<file path="config.mk">
export PLATFORM = sky130hd
export DESIGN_NAME = mem_bus_ctrl
export DESIGN_NICKNAME = d
export VERILOG_FILES = /design/src/rtl/mem_bus_ctrl.sv
export SDC_FILE = /design/constraint.sdc
export NUM_CORES = 1
export LEC_CHECK = 0
export ABC_AREA = 1
export CORE_AREA = 2 2 108 110
export DETAILED_ROUTE_END_ITERATION = 6
export DIE_AREA = 0 0 110 112
export PLACE_DENSITY = 0.8
export SLEW_MARGIN = 15
export SYNTH_ARGS = -nofsm -noshare
export SYNTH_HDL_FRONTEND = slang
export SYNTH_SLANG_ARGS = --single-unit
</file>
<file path="constraint.sdc">
create_clock -name clk -period 6.2 [get_ports clk]
set_input_delay 0.62 -clock clk [delete_from_list [all_inputs] [get_ports clk]]
set_output_delay 0.62 -clock clk [all_outputs]
set_load 0.01 [all_outputs]
</file>
<file path="src/rtl/mem_bus_ctrl.sv">
// mem_bus_ctrl: single-port memory bus controller and arbiter.
// Shares one req/ack memory bus between instruction fetch and the MEM stage.
// Data accesses win arbitration. A wait counter aborts transactions to a dead slave.
// The controller drives the 6-bit pipeline stall vector: bit0 PC .. bit5 WB, 1 = stop.
module mem_bus_ctrl #(
    parameter int WAIT_MAX = 16,   // cycles bus_req may wait for bus_ack before abort (>= 1)
    parameter int CNT_W    = 5     // wait counter width, must hold WAIT_MAX
) (
    input  logic        clk,
    input  logic        reset,
    input  logic        if_req,
    input  logic [31:0] if_addr,
    output logic [31:0] if_rdata,
    output logic        if_ready,
    input  logic        mem_req,
    input  logic        mem_we,
    input  logic [31:0] mem_addr,
    input  logic [31:0] mem_wdata,
    input  logic [3:0]  mem_sel,
    output logic [31:0] mem_rdata,
    output logic        mem_ready,
    output logic        bus_req,
    output logic        bus_we,
    output logic [31:0] bus_addr,
    output logic [31:0] bus_wdata,
    output logic [3:0]  bus_sel,
    input  logic [31:0] bus_rdata,
    input  logic        bus_ack,
    output logic        bus_err,
    output logic [5:0]  stall
);

    typedef enum logic [1:0] {
        IDLE     = 2'd0,
        IF_BUSY  = 2'd1,
        MEM_BUSY = 2'd2
    } state_e;

    // A pending data access stops PC..MEM, so MEM/WB receives a bubble.
    // A pending fetch stops only PC and IF, so IF/ID receives a bubble.
    localparam logic [5:0] STALL_MEM  = 6'b011111;
    localparam logic [5:0] STALL_IF   = 6'b000011;
    localparam logic [5:0] STALL_NONE = 6'b000000;

    state_e           state_q, state_d;
    logic [CNT_W-1:0] cnt_q, cnt_d;
    logic             bus_req_q, bus_req_d;
    logic             bus_we_q, bus_we_d;
    logic [31:0]      bus_addr_q, bus_addr_d;
    logic [31:0]      bus_wdata_q, bus_wdata_d;
    logic [3:0]       bus_sel_q, bus_sel_d;

    logic busy;
    logic timeout;
    logic done;

    assign busy    = (state_q != IDLE);
    // An ack in the last allowed cycle still counts as a normal completion.
    assign timeout = busy && !bus_ack && (cnt_q == CNT_W'(WAIT_MAX - 1));
    assign done    = busy && (bus_ack || timeout);

    // Arbitration, transaction sequencing and wait counting.
    always_comb begin
        // NOTE: give every variable a default before the case, so no path leaves one unassigned and infers a latch.
        state_d     = state_q;
        cnt_d       = cnt_q;
        bus_req_d   = bus_req_q;
        bus_we_d    = bus_we_q;
        bus_addr_d  = bus_addr_q;
        bus_wdata_d = bus_wdata_q;
        bus_sel_d   = bus_sel_q;
        case (state_q)
            IDLE: begin
                if (mem_req) begin
                    state_d     = MEM_BUSY;
                    cnt_d       = '0;
                    bus_req_d   = 1'b1;
                    bus_we_d    = mem_we;
                    bus_addr_d  = mem_addr;
                    bus_wdata_d = mem_wdata;
                    bus_sel_d   = mem_sel;
                end else if (if_req) begin
                    state_d     = IF_BUSY;
                    cnt_d       = '0;
                    bus_req_d   = 1'b1;
                    bus_we_d    = 1'b0;
                    bus_addr_d  = if_addr;
                    bus_wdata_d = '0;
                    bus_sel_d   = 4'b1111;
                end
            end
            IF_BUSY, MEM_BUSY: begin
                // Address, data, strobes and direction stay frozen until the bus is released.
                if (done) begin
                    state_d   = IDLE;
                    bus_req_d = 1'b0;
                end else begin
                    cnt_d = cnt_q + 1'b1;
                end
            end
            default: state_d = IDLE;
        endcase
    end

    // State and bus register bank. A reset drops any transaction in flight, and that transaction is not replayed.
    always_ff @(posedge clk or posedge reset) begin
        if (reset) begin
            state_q     <= IDLE;
            cnt_q       <= '0;
            bus_req_q   <= 1'b0;
            bus_we_q    <= 1'b0;
            bus_addr_q  <= '0;
            bus_wdata_q <= '0;
            bus_sel_q   <= '0;
        end else begin
            // NOTE: non-blocking assignments, so every register samples the pre-edge value of its peers.
            state_q     <= state_d;
            cnt_q       <= cnt_d;
            bus_req_q   <= bus_req_d;
            bus_we_q    <= bus_we_d;
            bus_addr_q  <= bus_addr_d;
            bus_wdata_q <= bus_wdata_d;
            bus_sel_q   <= bus_sel_d;
        end
    end

    // Stall vector, ready pulses, read data and the abort pulse.
    always_comb begin
        stall     = STALL_NONE;
        if_ready  = 1'b0;
        if_rdata  = '0;
        mem_ready = 1'b0;
        mem_rdata = '0;
        bus_err   = 1'b0;
        // NOTE: reset also gates these combinational outputs, so the pipeline is released at once rather than at the next edge.
        if (!reset) begin
            case (state_q)
                IDLE: begin
                    if (mem_req) begin
                        stall = STALL_MEM;
                    end else if (if_req) begin
                        stall = STALL_IF;
                    end
                end
                IF_BUSY: begin
                    if (done) begin
                        if_ready = 1'b1;
                        bus_err  = timeout;
                        if_rdata = bus_ack ? bus_rdata : '0;
                    end else begin
                        stall = STALL_IF;
                    end
                end
                MEM_BUSY: begin
                    if (done) begin
                        mem_ready = 1'b1;
                        bus_err   = timeout;
                        // Stores and aborts return zero.
                        mem_rdata = (bus_ack && !bus_we_q) ? bus_rdata : '0;
                    end else begin
                        stall = STALL_MEM;
                    end
                end
                default: stall = STALL_NONE;
            endcase
        end
    end

    assign bus_req   = bus_req_q;
    assign bus_we    = bus_we_q;
    assign bus_addr  = bus_addr_q;
    assign bus_wdata = bus_wdata_q;
    assign bus_sel   = bus_sel_q;

endmodule

</file>
# Yosys cells after proc, flatten, opt, wreduce, memory -nomap -nowiden
# Index checks and enable logic that the tools add are counted.
# W data, S select, Z words.
# classes
muxes	42
n_addsub	1
n_reduce_logical	16
n_eq_ne	6
# ops
operator	n
$mux W32	12
$mux W5	5
$pmux W6 S3	1
$mux W1	13
$mux W2	5
$pmux W5 S2	1
$mux W4	2
$mux W6	1
$reduce_and A3 Y1	2
$reduce_bool A2 Y1	3
$add A5 B1 Y5 const B	1
$eq A5 B4 Y1 const B	1
$logic_and A1 B1 Y1	4
$pmux W2 S2	1
$reduce_and A2 Y1	2
$ne A3 B3 Y1 const B	1
$eq A2 B1 Y1 const B	1
$eq A2 B2 Y1 const B	1
$logic_not A1 Y1	2
$logic_not A2 Y1	1
$ne A2 B1 Y1 const B	1
$ne A2 B2 Y1 const B	1
$pmux W1 S2	1
$reduce_or A2 Y1	1
$logic_or A1 B1 Y1	1
# totals
output_inout_bits	143
ff_bits	77
in_bits	138

# Logic depth before layout (Yosys ltp)
# Gate-level depths: netlist of run 1.
# logic_depth
depth_word	8
ltp_mapped	11
mapped_depth_nobuf	11

# Worst setup path after synthesis of run 1
# OpenSTA, ideal clock, no wires.
# synth_path
kind	input port to output port
from	input port reset
to	output port mem_rdata[22]
path_stages	4
t_required_ns	5.580
slack_ns	2.389
t_arrival_ns	3.191
path_cell_list	inv_1 > nand3_1 > buf_2 > nor3_1
# synth_via
elab_chain_cells	1
# synth_rtl
element	line	text
start, declared	10	input logic reset,
$mux W32	136	if (!reset) begin
end, declared	20	output logic [31:0] mem_rdata,
# Every way passes these cells.

# Worst setup path in the final report of run 1
# layout_path
from	input port reset
to	output port if_rdata[12]
# layout_via
elab_chain_cells	1
# layout_rtl
element	line	text
$mux W32	136	
end, declared	13	output logic [31:0] if_rdata,
# Every way passes these cells.

==> results of run 1 <==
## state kept, by name, summed over array words and instances (netlist names)
register and cells:
bus_addr 32, bus_wdata 32, bus_we 1, bus_req 1
state_q 2, bus_sel 4, cnt_q 5
## metal layers
layer | up-vias | routed length [µm] | GRT usage [%]
met5 | - | 0 | 0
met4 | 0 | 468 | 10.5
met3 | 29 | 1190 | 5.91
met2 | 184 | 6930 | 37.9
met1 | 1864 | 4970 | 23.9
li1 | 1999 | - | -
## cell usage in the layout, fill, tap and decap left out, types with 5 or more instances in the layout
cell / instances
dfrtp_1: 77
nand2_1: 90
clkdlybuf4s50_1: 279
inv_1: 44
nor3_1: 33
a22o_1: 32
nand3_1: 5
a31oi_1: 33
ha_1: 6
buf_4: 5
o21ai_0: 5
nor2_1: 70
clkbuf_16: 9
## final timing paths
kind	to	slack [ns]	cells past startpoint
worst min register to register	bus_req	0.47	2
max in group asynchronous	bus_sel[3]	4.54	3
worst min-delay path	bus_req	0.47	2
worst max-delay path	if_rdata[12]	2.49	7
min in group asynchronous	cnt_q[4]	1.05	3
worst max register to register	bus_addr[13]	4.16	7
## per-stage QoR
stage | worst slack [ns] | cells | hold slack [ns]
after global placement | 2.46 | 842 | 0.462
after detailed placement | 2.33 | 842 | 0.470
final | 2.49 | 858 | 0.469
after global routing | 2.15 | 858 | 0.504
after CTS | 2.19 | 858 | 0.480
after floorplan | 2.39 | 448 | 0.453
## kinds of logic after synthesis
| family | share of synthesized area [%] |
|---|---|
| compound gates | 15.1 |
| flops | 50.9 |
| other cells | 0.0991 |
| buf+inv | 9.53 |
| simple gates | 22.4 |
| fa+ha+maj | 1.98 |
## critical path, cell delays in order
cell and delay [ns]:
clkdlybuf4s50_1 0.50, clkinv_2 0.09, buf_4 0.72, nand4_1 0.16, buf_4 0.28, nor2_1 0.15, clkdlybuf4s50_1 0.55
## cell type report
cell class | instances | area (µm²)
clock inverters | 4 | 47.5
well taps | 143 | 179
multi-input cells | 291 | 1500
clock buffers | 12 | 246
repair buffers | 284 | 2830
inverters | 47 | 178
fillers | 935 | 4270
flip-flops and latches | 77 | 1930
## synthesized netlist by cell type
| cell | instances | area, µm² |
|---|---|---|
| a31oi_1 | 33 | 206 |
| a21oi_1 | 2 | 10.0 |
| nor3_1 | 33 | 165 |
| a22o_1 | 32 | 280 |
| buf_1 | 2 | 7.51 |
| nand2_1 | 90 | 338 |
| clkbuf_1 | 6 | 22.5 |
| nor2_1 | 70 | 263 |
| nand4_1 | 2 | 12.5 |
| nand3b_1 | 1 | 7.51 |
| buf_6 | 1 | 11.3 |
| buf_2 | 15 | 75.1 |
| o21ai_1 | 1 | 5.00 |
| nor2_4 | 1 | 11.3 |
| dfrtp_1 | 77 | 1930 |
| inv_1 | 45 | 169 |
| o22a_1 | 4 | 35.0 |
| nor2_2 | 2 | 12.5 |
| buf_4 | 9 | 67.6 |
| nor4_1 | 1 | 6.26 |
| conb_1 | 1 | 3.75 |
| inv_2 | 2 | 7.51 |
| o21ai_2 | 1 | 8.76 |
| nand3_1 | 6 | 30.0 |
| o21ai_0 | 5 | 25.0 |
| ha_1 | 6 | 75.1 |
## power groups by stage
stage	Sequential, µW	Clock, µW	Combinational [µW]
global route	922	545	1410
global placement	884	0	1290
CTS	891	525	1320
detailed placement	894	0	1310
floorplan	990	0	495
finish	890	512	1300
==> results.toml, run 1 <==
[run_status]
status = "completed"

[timing]
period_share_pct = 59.8
final.min_clock_period_ns = 3.71
final-setup-viol-count = 0
drv_slew = 0
worst_pin_slew_ns = 1.06
clock_skew_ns = 0.0103
fmax_mhz = 270
maxSlewHeadroom_pct = 29.0
rsz0062_at_grt = "false"
setup_tns_ns = 0
hold_violations = 0

[routing]
finalWirelength_mm = 13.6
drc_errors = 0
drt-initial-drc-count = 186
drtPass1Iterations = 4
post_drt_wl_per_cell_um = 15.8
num_vias = 4076
drt.antenna.violating_nets = 0
routed_via_density = 4.75

[power_and_ir_drop]
p_sw_share_pct = 34.9
pwr-share-clk_pct = 18.9
ir_worst_vdd_uv = 230
p_comb_share_pct = 48.2
netSwitchingPower_uw = 945
power.leakage_uw = 0.00299
power_density_mw_per_mm2 = 392
p_seq_share_pct = 32.9
internal-power_uw = 1760
power_uw = 2700

[logic_synthesis]
synth.cell_area_mm2 = 0.00378
syn_inst = 448
avgSynthCellArea_um2 = 8.44
ys_ff_latch = 77
synth_cell_type_count = 26
synth_fp_nets = 592
yosys_warnings = 0
synth-seq-area-share_pct = 50.9

[critical_path]
worst_setup_path_end_kind = "output pin"
worstSetupPathType = "primary input to output pin"
worstPathRequired_ns = 5.58
arrival_ns = 3.09
crit_start = "reset"
r2r_start = "state_q[0]"
cp_max_fo = 78
startpoint_type = "primary input"

[floorplanning]
rows = 39
die_x_um = 110
io_pins = 281
initial_core_util_pct = 33.8
die-area_mm2 = 0.0123
die_y_um = 112
core_area_mm2 = 0.0112

[global_route]
grt_pass1_wl_mm = 20.5
antenna_found_initial = 0
grt_start_max_net_pins = 79
grt_pass1_vias = 3987
gr-total-overflow = 0
grt_usage_pct = 21.7

[clocking]
cts_setup_buffers = 0
hold_buffers = 0
root_buffer = "clkbuf_16"
clock-sinks = 77
cts_made_buffers = 9
cts_resized = 0
clk_latency_ns = 0.33
clk_path_buf_depth = 2
htree_levels = 3
cts_tree = "yes"
clkTransAtPathRegs_ns = 0.05

[placed_design]
dpl_cell_area_mm2 = 0.00661
io_buffers = 279
place_congestion = 0.807
dp_hpwl_mm = 10.5

[final_layout]
fin_util_pct = 61.8
nets = 854
area_growth_pct = 82.6
layout-drive-gt1-share_pct = 3.78
n_antenna_cell = 0
final_area_mm2 = 0.00691

[job]
timing.max_cap.violations = 0

[hold_path]
min_from = "bus_req"
hp-class = "flop to flop"
Power figures use the tool's default switching activity.
==> inputs of run 2 (changes only) <==
CORE_AREA = default   (was 2 2 108 110)
CORE_MARGIN = 1   (was default)
CORE_UTILIZATION = 31   (was default)
DIE_AREA = default   (was 0 0 110 112)
PLACE_DENSITY = 0.77   (was 0.8)
clock period = 2.98 ns   (was 6.2 ns; I/O delays follow)
==> results.toml, run 2 (synthesis results as in run 1) <==
[run_status]
status = "completed"

[clocking]
cts_tree = "yes"
clk_latency_ns = 0.33
clock-sinks = 77
root_buffer = "clkbuf_16"
clkTransAtPathRegs_ns = 0.06
cts_made_buffers = 9
htree_levels = 3
hold_buffers = 0
clk_path_buf_depth = 2

[routing]
drc_errors = 0
drtPass1Iterations = 4
drt.antenna.violating_nets = 0
finalWirelength_mm = 13.4
drt-initial-drc-count = 242
post_drt_wl_per_cell_um = 15.5
routed_via_density = 4.81
num_vias = 4148

[hold_path]
whs_path_depth = 2
hp-class = "flop to flop"
holdPathEnd = "bus_req"
min_from = "bus_req"

[floorplanning]
die_y_um = 112
die-area_mm2 = 0.0126
io_pins = 281
die_x_um = 112
rows = 39
initial_core_util_pct = 32.4
core_area_mm2 = 0.0117

[final_layout]
n_antenna_cell = 0
final_cells = 863
mostFrequentLayoutCells = "clkdlybuf4s50_1 (275), nand2_1 (90), dfrtp_1 (77)"
nets = 859
fin_util_pct = 59.7
area_growth_pct = 84.2
layout-drive-gt1-share_pct = 4.72
final_area_mm2 = 0.00697
mostFrequentLayoutCell = "clkdlybuf4s50_1"
fillerInstances = 990

[power_and_ir_drop]
ir_worst_vdd_uv = 494
power_density_mw_per_mm2 = 806
power.leakage_uw = 0.00308

[placed_design]
dp_cells = 846
io_buffers = 279
dp_hpwl_mm = 10.4
place_congestion = 0.783
dpl_cell_area_mm2 = 0.00665
pre_cts_slack_ns = 0.491

[critical_path]
worstSetupPathType = "flop to output pin"
regToRegSetupSlack_ns = 1.10
r2r_start = "state_q[0]"
ff2ff_path_depth = 6
worst_setup_path_end_kind = "output pin"
arrival_ns = 2.49
worstPathRequired_ns = 2.68
cp_max_fo = 4
startpoint_type = "flop"
r2r_end = "bus_wdata[11]"
crit_start = "cnt_q[0]"

[global_route]
grt_pass1_wl_mm = 21.2
grt_util_met2_pct = 40.0
use_met1_pct = 22.2
grt_pass1_vias = 4262
use_met3_pct = 6.48
grt_usage_pct = 21.3
grt_start_max_net_pins = 70
top_usage_layer = "met2"
antenna_found_initial = 0
gr-total-overflow = 0

[timing]
clock_skew_ns = 0.00494
hold_violations = 0
worst_pin_slew_ns = 0.992
final.min_clock_period_ns = 2.78
drv_slew = 0
period_share_pct = 93.4
fmax_mhz = 359
maxSlewHeadroom_pct = 33.8
final-setup-viol-count = 0
finalWorstSetupSlack_ns = 0.197

[job]
timing.max_cap.violations = 0
## run 2: cell count changes in the layout (fill, tap and decap cells not counted), moves of 2 or more
cell / previous run / this run
inv_6: 0 / 3
clkinv_2: 3 / 1
buf_6: 0 / 2
buf_4: 5 / 7
clkdlybuf4s50_1: 279 / 275
clkinv_4: 0 / 2
dlymetal6s2s_1: 0 / 4
clkbuf_1: 2 / 0
## run 2: worst max path at each step
stage	to	slack (ns)	cells past startpoint
after global placement	mem_rdata[12]	0.55	10
after detailed placement	mem_rdata[3]	0.49	10
after floorplan	mem_rdata[10]	0.51	4
after global routing	mem_rdata[20]	-0.04	10
after CTS	mem_rdata[3]	0.13	10
final	stall[2]	0.20	10
## run 2: critical path, cell delays in order (launching register included)
cell and delay (ns):
dfrtp_1 0.40, ha_1 0.22, nand2_1 0.09, nor2_1 0.05, ha_1 0.19, inv_1 0.07, nand2_1 0.06, nand2_1 0.11
nand2_1 0.09, a21oi_1 0.27, clkdlybuf4s50_1 0.60
## run 2: through the flow
step	TNS, ns	power, µW	hold slack [ns]
after detailed placement	0	4610	0.469
after floorplan	0	3090	0.419
after CTS	0	5670	0.483
after global routing	-0.930	5970	0.506
after global placement	0	4550	0.464
final	0	5620	0.479
## run 2: report_power, final
| part | switching, µW | total (µW) | internal, µW |
|---|---|---|---|
| logic | 1260 | 2730 | 1470 |
| clock network | 451 | 1020 | 574 |
| registers | 306 | 1860 | 1550 |
## run 2: final cells by class
cell class / instances / area (µm²) / area share (%)
Timing Repair Buffer: 289 / 2900 / 41.6
Sequential cell: 77 / 1930 / 27.7
Multi-Input combinational cell: 291 / 1500 / 21.5
Clock buffer: 9 / 225 / 3.23
Inverter: 47 / 180 / 2.59
Tap cell: 143 / 179 / 2.57
Clock inverter: 7 / 56.3 / 0.808
## run 2: repair_timing
item                                    4_1_cts  5_1_grt
resized for setup                             0        7
endpoints found under the setup margin        0       59
buffers inserted                              0        1
## run 2: layer usage
layer	part of all wire, %	vias up
li1	-	2010
met1	37	1933
met2	53	181
met3	7.9	24
met4	2.3	0
met5	0	-
==> inputs of run 3 (changes only) <==
CAP_MARGIN = 20   (was default)
MAX_ROUTING_LAYER = met4   (was default)
==> results.toml, run 3 (synthesis results as in run 1) <==
[critical_path]
worst_setup_path_end_kind = "output pin"
startpoint_type = "flop"
cp_top_family = "buffers and inverters"
crit_top_cell = "nand2_1"
crit_buf_inv = 2
worstPathCellList = "ha_1, nand2_1, nor2_1, ha_1, inv_1, nand2_1, nand2_1, nand2_1, a21oi_1, clkdlybuf4s50_1"
max_stage_delay_ns = 0.60
worstSetupPathType = "flop to output pin"
cp_max_fo = 4
slowest_stage = "clkdlybuf4s50_1"
worstPathRequired_ns = 2.68
arrival_ns = 2.49

[timing]
clock_skew_ns = 0.00490
hold_violations = 0
period_share_pct = 93.6
final-setup-viol-count = 0
fmax_mhz = 359
drv_slew = 0
worst_pin_slew_ns = 0.997
timing.hold.ws_ns = 0.479
setup_tns_ns = 0
maxSlewHeadroom_pct = 33.5
final.min_clock_period_ns = 2.79

[final_layout]
nets = 859
final_cells = 863
mostFrequentLayoutCells = "clkdlybuf4s50_1 (275), nand2_1 (90), dfrtp_1 (77)"
n_antenna_cell = 0
fillerInstances = 990
layout-drive-gt1-share_pct = 4.72
area_growth_pct = 84.2
fin_util_pct = 59.7
mostFrequentLayoutCell = "clkdlybuf4s50_1"

[clocking]
clk_path_buf_depth = 2
clock-sinks = 77
htree_levels = 3
clkTransAtPathRegs_ns = 0.06
cts_made_buffers = 9
root_buffer = "clkbuf_16"
cts_tree = "yes"
clk_latency_ns = 0.34

[hold_path]
hp-class = "flop to flop"

[placed_design]
io_buffers = 279
dp_cells = 846
place_congestion = 0.794
dp_hpwl_mm = 10.4

[power_and_ir_drop]
ir_worst_vdd_uv = 494
power_uw = 5610
power_density_mw_per_mm2 = 806
power.leakage_uw = 0.00308

[routing]
routed_via_density = 4.80
drt-initial-drc-count = 240
finalWirelength_mm = 13.4
drtPass1Iterations = 4
drt.antenna.violating_nets = 0
drc_errors = 0
post_drt_wl_per_cell_um = 15.6
num_vias = 4144

[floorplanning]
rows = 39
core_area_mm2 = 0.0117
initial_core_util_pct = 32.4
die-area_mm2 = 0.0126
die_x_um = 112
die_y_um = 112
io_pins = 281

[global_route]
grt_usage_pct = 22.0
grt_pass1_wl_mm = 21.1
grt_start_max_net_pins = 70
antenna_found_initial = 0
grt_pass1_vias = 4258
gr-total-overflow = 0

[run_status]
status = "completed"

[job]
timing.max_cap.violations = 0
-- run 3: metal layers --
layer	global-route usage [%]	part of all wire [%]	up-vias
met1	23.0	38	1931
met3	5.45	6.9	25
met2	40.0	53	180
met4	8.00	2.2	0
met5	-	0	-
li1	-	-	2008
-- run 3: worst reg2reg max path: stages, from the launching register on --
cell and delay (ns):
dfrtp_1 0.42, inv_1 0.10, ha_1 0.29, nand2_1 0.14
buf_4 0.18, inv_2 0.43, a22o_1 0.26
-- run 3: path summary, 6_finish.rpt --
kind                            slack, ns       endpoint  depth (start not counted)        from
worst max-delay path                 0.19       stall[2]                         10    cnt_q[0]
worst min-delay path                 0.48        bus_req                          2     bus_req
worst max register to register       1.10  bus_wdata[11]                          6  state_q[0]
worst min register to register       0.48        bus_req                          2     bus_req
max in group asynchronous            2.03   bus_addr[21]                          3       reset
min in group asynchronous            0.59  bus_wdata[13]                          3       reset
-- run 3: through the flow --
step	instance area [µm²]	worst slack, ns
after CTS	6940	0.131
after detailed placement	6650	0.491
final	6970	0.192
after global routing	6970	-0.0461
after global placement	6650	0.545
after floorplan	3790	0.510
-- run 3: cell type report --
type                    instances  area (µm²)  area share, %
clock buffers                   9         225           3.23
clock inverters                 7        56.3          0.808
inverters                      47         180           2.59
multi-input cells             291        1500           21.5
flip-flops and latches         77        1930           27.7
well taps                     143         179           2.57
repair buffers                289        2900           41.6
-- run 3: power by group --
group          internal, µW  switching, µW  total, µW
Sequential             1550            307       1860
Clock                   573            449       1020
Combinational          1470           1260       2730
-- run 3: timing repair --
item,4_1_cts,5_1_grt
setup buffers,0,1
hold buffers,0,0
resized for setup,0,7
endpoints found under the setup margin,0,59
==> edit: new RTL, settings of run 2 <==
Take the reset off `bus_addr_q` and `bus_wdata_q` and load them in a clocked block of their own.
--- a/src/rtl/mem_bus_ctrl.sv
+++ b/src/rtl/mem_bus_ctrl.sv
@@ -109,8 +109,6 @@
             cnt_q       <= '0;
             bus_req_q   <= 1'b0;
             bus_we_q    <= 1'b0;
-            bus_addr_q  <= '0;
-            bus_wdata_q <= '0;
             bus_sel_q   <= '0;
         end else begin
             // NOTE: non-blocking assignments, so every register samples the pre-edge value of its peers.
@@ -118,10 +116,13 @@
             cnt_q       <= cnt_d;
             bus_req_q   <= bus_req_d;
             bus_we_q    <= bus_we_d;
-            bus_addr_q  <= bus_addr_d;
-            bus_wdata_q <= bus_wdata_d;
             bus_sel_q   <= bus_sel_d;
         end
+    end
+
+    always_ff @(posedge clk) begin
+        bus_addr_q  <= bus_addr_d;
+        bus_wdata_q <= bus_wdata_d;
     end
 
     // Stall vector, ready pulses, read data and the abort pulse.
Formal check against the unedited RTL: not equivalent (a bounded check fails within 4 cycles, from zero or initial values and one cycle with reset high).
==> edit against run 2 <==
  * Sequential share of layout area grew 3.9 points
  * Sequential cell count is the same
  * Area after synthesis grew 1.7%
  * Routed wire length shrank 8.7%
  * Design area grew 2.4%
  * Worst setup slack lost 0.068 ns
  * Power shrank 16%
  * Hold slack lost 0.016 ns
  * Critical path type unchanged
==> edit: results (changes against run 2) <==
| Metric | Value |
|---|---|
| Critical path peak fanout | 33 (+29) |
| Compound-Gate Fraction of Synth Area | 2.08% (-13 points) |
| Leak Pwr | 3.22 nW (+4.4%) |
| Critical path arrival | 2.55 ns (+0.06 ns) |
| M1 GR Usage | 22.8% (+0.58 points) |
| Comb. pwr | 0.00176 W (-36%) |
| Post-DR wirelength/cell | 13.8 µm (-11%) |
| WHS | 0.463 ns (-0.0159 ns) |
| Mean number of vias per cell | 4.32 (-10%) |
| Skew final | 0.00496 ns (+0.0000177 ns) |
| Sw power | 0.00142 W (-30%) |
| Multi-input gate area | 0.00118 mm² (-22%) |
| Layout cells sized above 1 | 5.15% (+0.43 points) |
| Post-DP HPWL | 9.59 mm (-7.6%) |
| HP Class | primary input to asynchronous set/reset pin |
| CLK BUF | 10 (+1) |
| Clock Power Share | 26.2% (+8.0 points) |
| Min cycle time layout | 2.85 ns (+0.0683 ns) |
| Power Clock | 0.00124 W (+22%) |
| Fill count | 1029 (+3.9%) |
| FFs w/ async S/R, synth | 16.9% (-83 points) |
| Placed Area | 0.00675 mm² (+1.5%) |
| Worst reg2reg path depth | 5 (-1) |
| Pre-CTS setup slack | 0.289 ns (-0.202 ns) |
| Tap cells | 168 (+17%) |
| Reg2Reg Setup Slack | 0.79 ns (-0.31 ns) |
| DR WL met2 | 6.26 mm (-12%) |
| Seq area share | 31.5% (+3.9 points) |
| Synth cell count leaders | nand2_1 (151), inv_1 (78), edfxtp_1 (64) |
| Clk slew on worst S/H paths | 0.06 ns (about the same) |
| M1 WL | 4.92 mm (-0.59%) |
| # nets final | 857 (-0.23%) |
| Run status | complete, no violations |
| Synth area leaders | edfxtp_1 (50%), nand2_1 (15%), dfrtp_1 (8.5%) |
| Post-Syn Instances | 439 (-2.0%) |
| Seq/Total Area, Yosys | 58.4% (+7.5 points) |
| Tightest Pin Transition | 0.956 ns (-0.0363 ns) |
| Vias | 3829 (-7.7%) |
| RR Endpoint | bus_addr[15]$_DFFE_PP_ |
| Cells after DPL | 868 (+2.6%) |
| Bufs w/o clock | 287 (-0.69%) |
| Largest net degree at the start of global routing | 71 (+1.4%) |
| WL met3 | 863 µm (-18%) |
| Design area | 0.00713 mm² (+2.4%) |
| Non-clk invs | 79 (+68%) |
| Yosys cell types | 28 (+7.7%) |
| First-pass GRT wire length | 18.5 mm (-12%) |
| Met3 Use GR | 3.77% (-2.7 points) |
| Worst vdd ir | 0.335 mV (-32%) |
| Predominant post-synthesis flop cell | edfxtp_1 |
| Signal buf overhead | 40.1% (-1.5 points) |
| Gpl congestion | 0.832 (+6.3%) |
| Multi-In Gates | 259 (-11%) |
| EDFF count, synth | 64 (+64) |
-- edit: changes by cell type in the layout (fill, tap and decap cells not counted), sizes merged, moves of 31 or more --
cell / run 2 / this run
inv: 49 / 80
a22o: 32 / 0
a31oi: 33 / 0
dfrtp: 77 / 13
nand2: 90 / 153
edfxtp: 0 / 64
-- edit: worst max-delay path by stage --
stage,endpoint,cells after the start,start
6_report,mem_rdata[17],10,cnt_q[0]$_DFFE_PP0P_
4_1_cts,mem_rdata[13],10,cnt_q[0]$_DFFE_PP0P_
3_3_place_gp,mem_rdata[17],7,bus_ack
2_1_floorplan,stall[1],7,state_q[0]$_DFFE_PP0P_
5_1_grt,mem_rdata[14],10,cnt_q[0]$_DFFE_PP0P_
3_5_place_dp,mem_rdata[17],10,cnt_q[0]$_DFFE_PP0P_
-- edit: timing repair --
action / in CTS / in global routing
setup buffers: 0 / 2
cloned: 0 / 0
resized for setup: 1 / 6
hold buffers: 0 / 0
setup endpoints to repair: 1 / 39
